==> config.mk <==
export PLATFORM = sky130hd
export DESIGN_NAME = imm_decode_queue
export DESIGN_NICKNAME = d
export VERILOG_FILES = /design/src/rtl/imm_decode_queue.sv
export SDC_FILE = /design/constraint.sdc
export NUM_CORES = 1
export LEC_CHECK = 0
export CAP_MARGIN = 0
export CORE_ASPECT_RATIO = 0.5
export CORE_MARGIN = 2
export CORE_UTILIZATION = 50
export CTS_BUF_LIST = sky130_fd_sc_hd__clkbuf_8
export DETAILED_ROUTE_END_ITERATION = 12
export DONT_BUFFER_PORTS = 1
export MAX_ROUTING_LAYER = met4
export PLACE_DENSITY = 0.71
export SLEW_MARGIN = 20
export SYNTH_ARGS = -nofsm -noshare
export SYNTH_HDL_FRONTEND = slang
export SYNTH_SLANG_ARGS = --single-unit
==> constraint.sdc <==
create_clock -name clk -period 4.4 [get_ports clk]
set_clock_uncertainty 0.1 [all_clocks]
set_input_delay 0.66 -clock clk [delete_from_list [all_inputs] [get_ports clk]]
set_output_delay 0.66 -clock clk [all_outputs]
set_load 0.1 [all_outputs]
==> src/rtl/imm_decode_queue.sv <==
// -----------------------------------------------------------------------------
// imm_decode_queue
//   Two-entry instruction queue that classifies each MIPS instruction word as it
//   is pushed. The immediate extension mode, the has-immediate flag, the illegal
//   flag and the extended immediate are stored with the raw word, so the head
//   entry presents a fully decoded immediate with no decode logic on the
//   output path.
//
// Ports
//   clk          in   rising-edge clock
//   rst_n        in   asynchronous active-low reset
//   in_valid     in   instruction offered
//   in_instr     in   [31:0] raw instruction word
//   in_ready     out  queue can accept this cycle (count < 2)
//   out_valid    out  head entry valid (count > 0)
//   out_ready    in   consumer takes the head this cycle
//   out_instr    out  [31:0] head instruction word
//   out_imm      out  [31:0] extended immediate of the head
//   out_mode     out  [1:0] 0 sign 15:0, 1 zero 15:0, 2 zero 25:0, 3 zero 10:6
//   out_has_imm  out  head uses an immediate
//   out_illegal  out  head opcode/funct unrecognised
//   flush        in   discard all queued entries
//   illegal_cnt  out  [7:0] saturating count of illegal instructions accepted
// -----------------------------------------------------------------------------
module imm_decode_queue (
    input  logic        clk,
    input  logic        rst_n,
    input  logic        in_valid,
    input  logic [31:0] in_instr,
    output logic        in_ready,
    output logic        out_valid,
    input  logic        out_ready,
    output logic [31:0] out_instr,
    output logic [31:0] out_imm,
    output logic [1:0]  out_mode,
    output logic        out_has_imm,
    output logic        out_illegal,
    input  logic        flush,
    output logic [7:0]  illegal_cnt
);

    typedef struct packed {
        logic [31:0] instr;
        logic [31:0] imm;
        logic [1:0]  mode;
        logic        has_imm;
        logic        illegal;
    } entry_t;

    // Decode one instruction word into a queue entry.
    function automatic entry_t classify(input logic [31:0] i);
        entry_t e;
        e.instr   = i;
        e.imm     = 32'd0;
        e.mode    = 2'd0;
        e.has_imm = 1'b0;
        e.illegal = 1'b0;
        case (i[31:26])
            6'h01, 6'h04, 6'h05, 6'h06, 6'h07, 6'h08, 6'h09, 6'h0A, 6'h0B,
            6'h20, 6'h21, 6'h23, 6'h24, 6'h25, 6'h28, 6'h29, 6'h2B: begin
                e.mode    = 2'd0;
                e.has_imm = 1'b1;
                e.imm     = {{16{i[15]}}, i[15:0]};
            end
            6'h0C, 6'h0D, 6'h0E, 6'h0F: begin
                e.mode    = 2'd1;
                e.has_imm = 1'b1;
                e.imm     = {16'd0, i[15:0]};
            end
            6'h02, 6'h03: begin
                e.mode    = 2'd2;
                e.has_imm = 1'b1;
                e.imm     = {6'd0, i[25:0]};
            end
            6'h00: begin
                // Only the constant-shift R-types carry an immediate (shamt);
                // every other funct is a legal register-register op.
                if ((i[5:0] == 6'h00) || (i[5:0] == 6'h02) || (i[5:0] == 6'h03)) begin
                    e.mode    = 2'd3;
                    e.has_imm = 1'b1;
                    e.imm     = {27'd0, i[10:6]};
                end else begin
                    e.mode    = 2'd0;
                    e.has_imm = 1'b0;
                end
            end
            default: begin
                e.illegal = 1'b1;
            end
        endcase
        return e;
    endfunction

    entry_t      entry_q [0:1];
    entry_t      entry_d [0:1];
    logic        wr_ptr_q, wr_ptr_d;
    logic        rd_ptr_q, rd_ptr_d;
    logic [1:0]  count_q, count_d;
    logic [7:0]  illegal_cnt_q, illegal_cnt_d;

    logic        push_s;
    logic        pop_s;
    entry_t      new_entry_s;
    entry_t      head_s;

    // Handshake status comes from the registered count only.
    assign in_ready  = (count_q < 2'd2);
    assign out_valid = (count_q != 2'd0);
    assign push_s    = in_valid && in_ready && !flush;
    assign pop_s     = out_valid && out_ready && !flush;

    assign new_entry_s = classify(in_instr);
    assign head_s      = entry_q[rd_ptr_q];

    // Empty queue presents all-zero entry fields.
    assign out_instr   = out_valid ? head_s.instr   : 32'd0;
    assign out_imm     = out_valid ? head_s.imm     : 32'd0;
    assign out_mode    = out_valid ? head_s.mode    : 2'd0;
    assign out_has_imm = out_valid ? head_s.has_imm : 1'b0;
    assign out_illegal = out_valid ? head_s.illegal : 1'b0;
    assign illegal_cnt = illegal_cnt_q;

    // Next-state for pointers, count, storage and the illegal counter.
    always_comb begin
        entry_d[0]    = entry_q[0];
        entry_d[1]    = entry_q[1];
        wr_ptr_d      = wr_ptr_q;
        rd_ptr_d      = rd_ptr_q;
        count_d       = count_q;
        illegal_cnt_d = illegal_cnt_q;

        if (flush) begin
            wr_ptr_d = 1'b0;
            rd_ptr_d = 1'b0;
            count_d  = 2'd0;
        end else begin
            if (push_s) begin
                entry_d[wr_ptr_q] = new_entry_s;
                wr_ptr_d          = ~wr_ptr_q;
            end else begin
                wr_ptr_d = wr_ptr_q;
            end
            if (pop_s) begin
                rd_ptr_d = ~rd_ptr_q;
            end else begin
                rd_ptr_d = rd_ptr_q;
            end
            case ({push_s, pop_s})
                2'b10:   count_d = count_q + 2'd1;
                2'b01:   count_d = count_q - 2'd1;
                default: count_d = count_q;
            endcase
        end

        // Counter ignores flush; push_s is already masked by flush.
        if (push_s && new_entry_s.illegal && (illegal_cnt_q != 8'hFF)) begin
            illegal_cnt_d = illegal_cnt_q + 8'd1;
        end else begin
            illegal_cnt_d = illegal_cnt_q;
        end
    end

    // State registers with asynchronous reset.
    always_ff @(posedge clk or negedge rst_n) begin
        if (!rst_n) begin
            entry_q[0]    <= '0;
            entry_q[1]    <= '0;
            wr_ptr_q      <= 1'b0;
            rd_ptr_q      <= 1'b0;
            count_q       <= 2'd0;
            illegal_cnt_q <= 8'd0;
        end else begin
            entry_q[0]    <= entry_d[0];
            entry_q[1]    <= entry_d[1];
            wr_ptr_q      <= wr_ptr_d;
            rd_ptr_q      <= rd_ptr_d;
            count_q       <= count_d;
            illegal_cnt_q <= illegal_cnt_d;
        end
    end

endmodule

Word level (Yosys, flattened, before mapping):

Index checks and enable logic that the tools add are counted.

* equality and inequality tests: 28
* magnitude comparators: 4
* reductions and logical operators: 21
* bitwise gates (word level): 5
* multiplexer cells: 21
* $add $sub $neg: 3

Operators by type and width (count)
* $mux W68: 4
* $pmux W35 S4: 1
* $bwmux W136: 1
* $demux W68 S1: 1
* $mux W32: 2
* $eq A6 B4 Y1 const B: 8
* $eq A6 B6 Y1 const B: 8
* $eq A6 B2 Y1 const B: 4
* $eq A6 B3 Y1 const B: 4
* $reduce_or A24 Y1: 1
* $reduce_or A17 Y1: 1
* $logic_not A6 Y1: 2
* $add A8 B1 Y8 const B: 1
* $ne A8 B8 Y1 const B: 1
* $logic_and A1 B1 Y1: 7
* $mux W1: 7
* $eq A6 B1 Y1 const B: 1
* $reduce_bool A2 Y1: 3
* $mux W5: 1
* $ge A2 B2 Y1 const B: 2
* $mux W2: 2
* $not A1 Y2: 2
* $pmux W2 S2: 1
* $reduce_or A4 Y1: 1
* other kinds (13): 16

* output and inout bits: 78
* logic and storage cells: 96
* flip-flop bits (word level): 148
* input port bits: 37

Logic depth before layout (Yosys ltp):

Gate-level depths: netlist of run 1.

* depth in word-level cells: 6
* mapped depth: 7

Worst setup path before layout of run 1:

No wires, ideal clock.

* kind: flip-flop to output port
* from: register rd_ptr_q
* to: output out_imm[27]
* path buffers: 3
* cell stages (with the launch flop): 6
* data required time: 3640 ps
* arrival: 2942 ps
* setup slack: 698 ps
* path through: dfrtp_1 > clkbuf_1 > buf_2 > mux2i_1 > nor2_1 > buf_4

* cells in the longest elaborated chain, start to end: 5

RTL lines
* from (decl): line 97 `logic rd_ptr_q, rd_ptr_d;`
* from (signal assigned): line 176 `rd_ptr_q <= rd_ptr_d;`
* $not A1 Y2 (not written as such): line 113 `assign head_s = entry_q[rd_ptr_q];`
* $mux W68 (not written as such) (3 in a row): line 113
* $mux W32: line 117 `assign out_imm = out_valid ? head_s.imm : 32'd0;`
* to (decl): line 34 `output logic [31:0] out_imm,`

No other way between the ends. The select of a mux whose other input is x is not followed.

Worst setup path in the final report of run 1:

Same ends and word-level chain as after synthesis.

==> results of run 1 <==
[power by group through the flow]
stage	combinational, mW	sequential (mW)	clock [mW]
after floorplan	0.992	1.88	0
after global placement	1.22	1.84	0
after detailed placement	1.25	1.85	0
after CTS	1.28	1.82	1.27
after global routing	1.37	1.87	1.33
final	1.27	1.82	1.25
[path summary, 6_finish.rpt]
check                               start             end  slack, ns  cells after the start
setup / recovery                 rd_ptr_q     out_imm[27]       1.02                      3
hold / removal                      rst_n     entry_q[57]       0.06                      1
setup reg to reg           illegal_cnt[1]  illegal_cnt[4]       1.77                      6
hold reg to reg              entry_q[108]    entry_q[108]       0.38                      2
max in group asynchronous           rst_n     entry_q[81]       3.57                      1
min in group clk                    flush        rd_ptr_q       0.17                      1
[layer usage]
| layer | wire, microns | global-route usage |
|---|---|---|
| met5 | 0 | - |
| met1 | 7040 | 0.315 |
| met3 | 849 | 0.0671 |
| met2 | 6810 | 0.349 |
| met4 | 164 | 0.0638 |
[stage by stage]
step                total power, mW  utilization  std cells  hold WS (ns)  setup WS (ns)
finish                         4.34        0.571        880        0.0622           1.02
CTS                            4.36        0.571        880         0.123          0.993
global route                   4.56        0.571        880         0.135          0.912
floorplan                      2.87            -        714         0.264          0.698
detailed placement             3.09        0.531        847         0.266           1.49
global placement               3.06        0.531        847         0.267           1.50
[registers in the layout (all words and copies together), names as in the netlist]
signal       cells
count_q          2
wr_ptr_q         1
illegal_cnt      8
rd_ptr_q         1
entry_q        126
[cells by family after synthesis]
| kind of cell | count (synthesis) | share of synthesized area |
|---|---|---|
| compound gates | 81 | 0.0752 |
| xor+xnor | 9 | 0.0123 |
| fa+ha+maj | 1 | 0.00195 |
| buf+inv | 53 | 0.0415 |
| flops | 138 | 0.538 |
| mux | 64 | 0.100 |
| simple gates | 368 | 0.231 |
[cells in the mapped netlist (3+ instances only)]
cell,number
nand2_1,235
dfrtp_1,138
nor2_1,104
mux2i_1,63
o21ai_0,34
buf_2,21
a21oi_1,17
clkbuf_1,17
a21oi_2,11
a31oi_1,11
buf_4,8
xnor2_1,6
a22oi_1,5
nand2b_1,4
and3_1,3
clkbuf_2,3
inv_1,3
nand4_1,3
nor2b_1,3
xor2_1,3
[cell type report]
| class | instances | share of cell area |
|---|---|---|
| sequential | 138 | 0.481 |
| multi-input combinational | 523 | 0.402 |
| clock inverter | 15 | 0.0341 |
| clock buffer | 17 | 0.0325 |
| tap | 170 | 0.0296 |
| timing repair buffer | 14 | 0.0191 |
| inverter | 3 | 0.00157 |
==> flow_metrics.env, run 1 <==
export IMPL_status="finished clean"
export IMPL_dp_hpwl_microns=9490
export IMPL_synthFlopType="dfrtp_1"
export IMPL_async_flop_share=1.00
export IMPL_final_min_clock_period_ns=3.38
export IMPL_powerDensity_nw_per_um2=603
export IMPL_first_iter_violations=337
export IMPL_design_area_sq_um=7190
export IMPL_grt_pass1_wl_microns=24300
export IMPL_clock_path_buffers=2
export IMPL_combPwrFrac=0.292
export IMPL_end_kind="output pin"
export IMPL_drt_total_wl_microns=14900
export IMPL_grt_use_total=0.234
export IMPL_p_leak_nw=3.21
export IMPL_grt_ovfl_total=0
export IMPL_first_global_vias=4648
export IMPL_fillers=1124
export IMPL_rsz0062_at_grt="false"
export IMPL_worst_pin_slew_ns=1.13
export IMPL_setup_worst_path_class="reg2out"
export IMPL_drive_above_1_share=0.186
export IMPL_cts_tree="yes"
export IMPL_cts_clk_slew_worst_paths_ns=0.09
export IMPL_vias=4758
export IMPL_rows=29
export IMPL_worstPathMaxFanout=29
export IMPL_start_util=0.510
export IMPL_wire_per_inst_microns=16.9
export IMPL_clock_sinks=138
export IMPL_critPathRequiredTime_ns=3.64
export IMPL_layout_common_cells="nand2_1 (234), dfrtp_1 (137), mux2i_1 (63)"
export IMPL_ir_worst_vdd_mv=0.280
export IMPL_synth_area_sq_um=6420
export IMPL_viasPerCell=5.41
export IMPL_dr_pass1_iters=5
export IMPL_clkPwrFrac=0.288
export IMPL_synth_top_cells_by_area="dfrtp_1 (54%), nand2_1 (14%), mux2i_1 (9.8%), nor2_1 (6.1%), o21ai_0 (2.7%)"
export IMPL_drc=0
export IMPL_post_route_period_util=0.769
export IMPL_maxCapViolCount=0
export IMPL_io_pins=115
export IMPL_postRouteAntennaNets=0
export IMPL_synth_top_cell_area_share=0.538
export IMPL_synth_top_cell_by_area="dfrtp_1"
export IMPL_min_path_type="in2async"
export IMPL_cp_arrival_ns=2.62
export IMPL_fin_setup_tns_ns=0
export IMPL_avgSynthCellArea_sq_um=8.99
export IMPL_area_sequential_sq_um=3460
export IMPL_power_frac_seq=0.420
export IMPL_post_cts_setup_buffers=0
export IMPL_synthToLayoutAreaGrowth_pct=12.0
export IMPL_clk_latency_ns=0.44
export IMPL_final_setup_viol_count=0
export IMPL_seq_area_frac_synth=0.538
export IMPL_ctsResizeCount=0
export IMPL_htreeDepth=4
export IMPL_cp_slowest_stage_delay_ns=0.78
export IMPL_die_y_microns=84.1
export IMPL_antenna_found_initial=0
export IMPL_synth_distinct_cells=39
export IMPL_nets=735
export IMPL_cts_hold_buffers_added=1
export IMPL_power_switching_mw=1.76
export IMPL_yosysWarnings=0
export IMPL_die_area_sq_um=13800
export IMPL_swShare=0.404
export IMPL_finalHoldViolations=0
export IMPL_synth_edf_count=0
export IMPL_crit_slowest_cell="dfrtp_4"
export IMPL_critical_path_top_delay_family="flip-flops"
export IMPL_ys_seq_elements=138
export IMPL_path_cells="mux2i_1 > nor2_4 > buf_4"
export IMPL_gp_congestion=0.802
export IMPL_final_common_cell="nand2_1"
export IMPL_clockRootBuffer="clkbuf_8"
export IMPL_syn_nets=752
export IMPL_synthCells=714
export IMPL_numCtsBuffers=17
export IMPL_antennaDiodeCount=0
export IMPL_multi_input_area_sq_um=2890
export IMPL_grt_max_degree=139
export IMPL_fp_dieW_microns=164
export IMPL_fmax_ghz=0.296
export IMPL_setup_worst_path_start_class="flop"
export IMPL_core_area_sq_um=12600
export IMPL_placed_area_sq_um=6680
export IMPL_crit_buf_inv=1
export IMPL_io_buffer_count=0
export IMPL_relSlewSlack=0.244
export IMPL_finalMaxSlewViolations=0
export IMPL_internal_power_mw=2.58
Power figures use the tool's default switching activity.
==> inputs of run 2 (changes only) <==
==> constraint.sdc (replaced) <==
create_clock -name clk -period 3.2 [get_ports clk]
set_clock_uncertainty 0.1 [all_clocks]
set_input_delay 0.48 -clock clk [delete_from_list [all_inputs] [get_ports clk]]
set_output_delay 0.48 -clock clk [all_outputs]
set_load 0.1 [all_outputs]
==> run 2 against run 1 <==
Against the previous run: the run now ends with negative hold slack left; worst setup slack got worse by 0.51 ns; critical path depth increased by 1; cell count increased by 7.7%; largest power group unchanged.
==> flow_metrics.env, run 2 (synthesized netlist as in run 1, its figures left out) <==
export IMPL_cts_clk_slew_worst_paths_ns=0.08
export IMPL_grt_ovfl_total=0
export IMPL_relSlewSlack=0.434
export IMPL_critPathRequiredTime_ns=2.62
export IMPL_power_switching_mw=2.38
export IMPL_final_setup_viol_count=0
export IMPL_antennaDiodeCount=0
export IMPL_area_sequential_sq_um=3460
export IMPL_antenna_found_initial=0
export IMPL_fp_dieW_microns=164
export IMPL_fillers=1053
export IMPL_internal_power_mw=3.50
export IMPL_end_kind="output pin"
export IMPL_first_global_vias=4925
export IMPL_viasPerCell=5.28
export IMPL_finalHoldViolations=138
export IMPL_rows=29
export IMPL_first_iter_violations=369
export IMPL_io_buffer_count=0
export IMPL_core_area_sq_um=12600
export IMPL_r2r_start="count_q[1]"
export IMPL_clockRootBuffer="clkbuf_8"
export IMPL_setup_worst_path_start="count_q[1]"
export IMPL_holdWs_ns=-0.374
export IMPL_final_min_clock_period_ns=2.69
export IMPL_combPwrFrac=0.340
export IMPL_final_common_cell="nand2_1"
export IMPL_clock_sinks=138
export IMPL_drt_total_wl_microns=15000
export IMPL_maxCapViolCount=0
export IMPL_min_path_type="in2async"
export IMPL_largest_register_ffs=126
export IMPL_gp_congestion=0.768
export IMPL_htreeDepth=4
export IMPL_dp_hpwl_microns=9770
export IMPL_start_util=0.510
export IMPL_fin_setup_tns_ns=0
export IMPL_reg2reg_slack_ns=0.83
export IMPL_setup_worst_path_start_class="flop"
export IMPL_power_frac_seq=0.405
export IMPL_synthToLayoutAreaGrowth_pct=20.0
export IMPL_post_route_period_util=0.840
export IMPL_p_leak_nw=3.55
export IMPL_cp_endpoint="out_imm[13]"
export IMPL_vias=5001
export IMPL_ir_worst_vdd_mv=0.404
export IMPL_r2r_cells=6
export IMPL_status="finished, violations left"
export IMPL_postRouteAntennaNets=0
export IMPL_clk_latency_ns=0.44
export IMPL_clock_path_buffers=2
export IMPL_finalMaxSlewViolations=0
export IMPL_powerDensity_nw_per_um2=763
export IMPL_die_area_sq_um=13800
export IMPL_rr_endpoint="entry_q[18]"
export IMPL_numCtsBuffers=17
export IMPL_drive_above_1_share=0.258
export IMPL_multi_input_area_sq_um=2890
export IMPL_swShare=0.405
export IMPL_fin_ws_ns=0.511
export IMPL_ctsResizeCount=0
export IMPL_post_cts_setup_buffers=0
export IMPL_cp_arrival_ns=2.11
export IMPL_post_place_ws_ns=0.836
export IMPL_clkPwrFrac=0.254
export IMPL_wire_per_inst_microns=15.9
export IMPL_cts_hold_buffers_added=1
export IMPL_top_register="entry_q"
export IMPL_io_pins=115
export IMPL_die_y_microns=84.1
export IMPL_worst_pin_slew_ns=0.849
export IMPL_nets=803
export IMPL_violations="negative hold slack"
export IMPL_cts_tree="yes"
export IMPL_layout_common_cells="nand2_1 (234), dfrtp_1 (137), buf_4 (74)"
export IMPL_grt_pass1_wl_microns=24900
export IMPL_dr_pass1_iters=5
export IMPL_drc=0
export IMPL_setup_worst_path_class="reg2out"
export IMPL_grt_max_degree=139
export IMPL_worstPathMaxFanout=29
export IMPL_rsz0062_at_grt="false"
export IMPL_grt_use_total=0.239
export IMPL_fmax_ghz=0.372
## run 2: changes by cell type in the layout (fill, tap and decap cells not counted), moves of 2 or more
cell / delta
clkbuf_8: +6
clkinvlp_4: +2
bufinv_16: -4
inv_1: -2
inv_6: -4
buf_12: +6
buf_4: +62
## run 2: per-stage QoR
stage	utilization	cell area [sq um]	hold WS [ns]	total power [mW]	instances
final	0.612	7700	-0.374	5.88	948
after global routing	0.612	7700	-0.397	6.16	948
after CTS	0.612	7700	-0.392	5.91	948
after detailed placement	0.577	7270	0.0862	4.42	915
after global placement	0.577	7270	0.0865	4.36	915
after floorplan	-	6420	0.0844	3.94	714
## run 2: metal layers
| metal | track usage | part of all wire | up-vias |
|---|---|---|---|
| met1 | 0.323 | 0.45 | 2432 |
| li1 | - | - | 2423 |
| met2 | 0.367 | 0.48 | 131 |
| met5 | - | 0 | - |
| met3 | 0.0517 | 0.061 | 15 |
| met4 | 0.0670 | 0.011 | 0 |
## run 2: power groups by stage
stage / logic, mW / registers, mW / clock network, mW
CTS: 2.02 / 2.38 / 1.51
finish: 2.00 / 2.38 / 1.49
global route: 2.14 / 2.43 / 1.58
detailed placement: 2.01 / 2.41 / 0
floorplan: 1.36 / 2.58 / 0
global placement: 1.97 / 2.39 / 0
## run 2: final cells by class
class | count | share of cell area
clock buffers | 23 | 0.0411
clock inverters | 9 | 0.0145
inverters | 3 | 0.00146
multi-input cells | 523 | 0.375
flip-flops and latches | 138 | 0.449
well taps | 170 | 0.0276
repair buffers | 82 | 0.0916
## run 2: worst min path at each step
stage	start	depth (start not counted)	slack, ns	to
2_1_floorplan	rst_n	0	0.08	count_q[0]
6_report	rst_n	0	-0.37	illegal_cnt[2]
4_1_cts	rst_n	0	-0.39	illegal_cnt[0]
5_1_grt	rst_n	0	-0.40	illegal_cnt[2]
3_5_place_dp	rst_n	0	0.09	illegal_cnt[0]
3_3_place_gp	rst_n	0	0.09	illegal_cnt[0]
## run 2: critical path, stage by stage (launching register included)
cell,delay [ns]
dfrtp_1,0.46
nor2_4,0.57
buf_12,0.29
nor2_2,0.07
buf_4,0.23
==> inputs of run 3 (changes only) <==
--- a/config.mk
+++ b/config.mk
@@ -13,7 +13,7 @@
 export DETAILED_ROUTE_END_ITERATION = 12
 export DONT_BUFFER_PORTS = 1
 export MAX_ROUTING_LAYER = met4
-export PLACE_DENSITY = 0.71
+export PLACE_DENSITY = 0.74
 export SLEW_MARGIN = 20
 export SYNTH_ARGS = -nofsm -noshare
 export SYNTH_HDL_FRONTEND = slang
==> constraint.sdc (replaced) <==
create_clock -name clk -period 2.3 [get_ports clk]
set_clock_uncertainty 0.1 [all_clocks]
set_input_delay 0.345 -clock clk [delete_from_list [all_inputs] [get_ports clk]]
set_output_delay 0.345 -clock clk [all_outputs]
set_load 0.1 [all_outputs]
==> run 3 against run 2 <==
Against the previous run: the flow still finishes with violations (negative hold slack); sequential cell count is the same; global-route usage increased by 2.3 points; sequential share of layout area is 5.1 points lower; worst hold slack lost 0.12 ns; die area unchanged; cell count increased by 5.2%; critical path type unchanged.
==> flow_metrics.env, run 3 (synthesized netlist as in run 1, its figures left out) <==
export IMPL_setup_worst_path_class="reg2out"
export IMPL_placed_area_sq_um=7850
export IMPL_grt_pass1_wl_microns=27300
export IMPL_violations="negative hold slack"
export IMPL_final_min_clock_period_ns=2.27
export IMPL_cts_hold_buffers_added=33
export IMPL_min_path_type="in2async"
export IMPL_first_iter_violations=432
export IMPL_synthToLayoutAreaGrowth_pct=35.4
export IMPL_postRouteAntennaNets=0
export IMPL_grt_max_degree=139
export IMPL_die_y_microns=84.1
export IMPL_clock_path_buffers=2
export IMPL_fin_ws_ns=0.0329
export IMPL_post_place_ws_ns=0.331
export IMPL_p_leak_nw=3.92
export IMPL_rr_endpoint="illegal_cnt[1]"
export IMPL_holdWs_ns=-0.498
export IMPL_relSlewSlack=0.598
export IMPL_fmax_ghz=0.441
export IMPL_drive_above_1_share=0.267
export IMPL_grt_ovfl_total=0
export IMPL_dp_hpwl_microns=10300
export IMPL_fp_dieW_microns=164
export IMPL_reg2reg_slack_ns=0.32
export IMPL_worstPathMaxFanout=24
export IMPL_gp_congestion=0.746
export IMPL_vias=5296
export IMPL_r2r_start="count_q[1]"
export IMPL_clk_latency_ns=0.42
export IMPL_area_sequential_sq_um=3460
export IMPL_viasPerCell=5.31
export IMPL_cp_arrival_ns=1.82
export IMPL_worst_pin_slew_ns=0.603
export IMPL_nets=852
export IMPL_wire_per_inst_microns=16.4
export IMPL_ir_worst_vdd_mv=0.488
export IMPL_cts_tree="yes"
export IMPL_cts_clk_slew_worst_paths_ns=0.08
export IMPL_clock_sinks=138
export IMPL_critPathRequiredTime_ns=1.86
export IMPL_drc=0
export IMPL_end_kind="output pin"
export IMPL_post_route_period_util=0.986
export IMPL_grt_use_total=0.262
export IMPL_final_common_cell="nand2_1"
export IMPL_htreeDepth=4
export IMPL_design_area_sq_um=8690
export IMPL_clockRootBuffer="clkbuf_8"
export IMPL_rsz0062_at_grt="true"
export IMPL_dr_pass1_iters=5
export IMPL_r2r_cells=4
export IMPL_io_pins=115
export IMPL_io_buffer_count=0
export IMPL_core_area_sq_um=12600
export IMPL_die_area_sq_um=13800
export IMPL_status="finished, violations left"
export IMPL_multi_input_area_sq_um=2900
export IMPL_layout_common_cells="nand2_1 (234), dfrtp_1 (134), nor2_2 (62)"
export IMPL_first_global_vias=5386
export IMPL_maxCapViolCount=0
export IMPL_setup_worst_path_start_class="flop"
export IMPL_numCtsBuffers=17
export IMPL_powerDensity_nw_per_um2=988
export IMPL_largest_register_ffs=126
export IMPL_top_register="entry_q"
export IMPL_start_util=0.510
export IMPL_drt_total_wl_microns=16400
export IMPL_antennaDiodeCount=0
export IMPL_finalMaxSlewViolations=0
export IMPL_fillers=930
export IMPL_antenna_found_initial=0
export IMPL_final_setup_viol_count=0
export IMPL_rows=29
export IMPL_finalHoldViolations=138
-- run 3: cell types whose count changed in the layout (fill, tap and decap cells not counted), moves of 3 or more --
cell / before / now
buf_12: 7 / 49
dlygate4sd3_1: 1 / 33
buf_4: 74 / 48
clkbuf_8: 23 / 18
clkinvlp_4: 5 / 1
mux2i_1: 63 / 59
mux2i_2: 0 / 4
dfrtp_1: 137 / 134
dfrtp_2: 0 / 3
inv_1: 3 / 6
-- run 3: cell type report --
type,count,share of cell area
repair buffers,131,0.194
multi-input cells,523,0.333
clock inverters,14,0.0207
inverters,3,0.00130
flip-flops and latches,138,0.398
clock buffers,18,0.0285
well taps,170,0.0245
-- run 3: critical path, cell delays in order (launching register included) --
cell and delay, ns:
dfrtp_4 0.56, buf_12 0.25, mux2i_2 0.31, nor2_2 0.08
buf_12 0.17
-- run 3: where the power goes --
part | internal, mW | switching (mW) | total [mW] | leakage, nW
Combinational | 0.986 | 2.14 | 3.12 | 1.97
Sequential | 3.01 | 0.333 | 3.34 | 1.73
Clock | 1.20 | 0.929 | 2.13 | 0.227
-- run 3: routing by layer --
layer | GRT usage | share of wire
met5 | - | 0
met4 | 0.0662 | 0.012
met3 | 0.0561 | 0.063
met2 | 0.415 | 0.48
met1 | 0.347 | 0.44
-- run 3: worst max-delay path by stage --
stage / startpoint / to / slack, ns / depth (start not counted)
detailed placement: rd_ptr_q / out_imm[6] / 0.33 / 4
finish: rd_ptr_q / out_imm[6] / 0.03 / 4
floorplan: count_q[1] / out_imm[24] / -0.28 / 3
global placement: rd_ptr_q / out_imm[6] / 0.33 / 4
global route: rd_ptr_q / out_instr[10] / -0.02 / 4
CTS: rd_ptr_q / out_imm[5] / 0.003 / 4
-- run 3: stage by stage --
step	power, mW	cells	setup TNS (ns)	utilization
2_1_floorplan	5.58	714	-1.03	-
3_3_place_gp	6.31	924	0	0.623
3_5_place_dp	6.40	924	0	0.623
4_1_cts	8.62	993	0	0.687
5_1_grt	9.01	997	-0.0520	0.691
6_report	8.59	997	0	0.691
-- run 3: repair_timing --
item / in CTS / in global routing
setup endpoints to repair: 52 / 13
endpoints found under the hold margin: 243 / 138
gates resized for setup: 1 / 3
buffers inserted: 4 / 4
pin swaps: 1 / 0
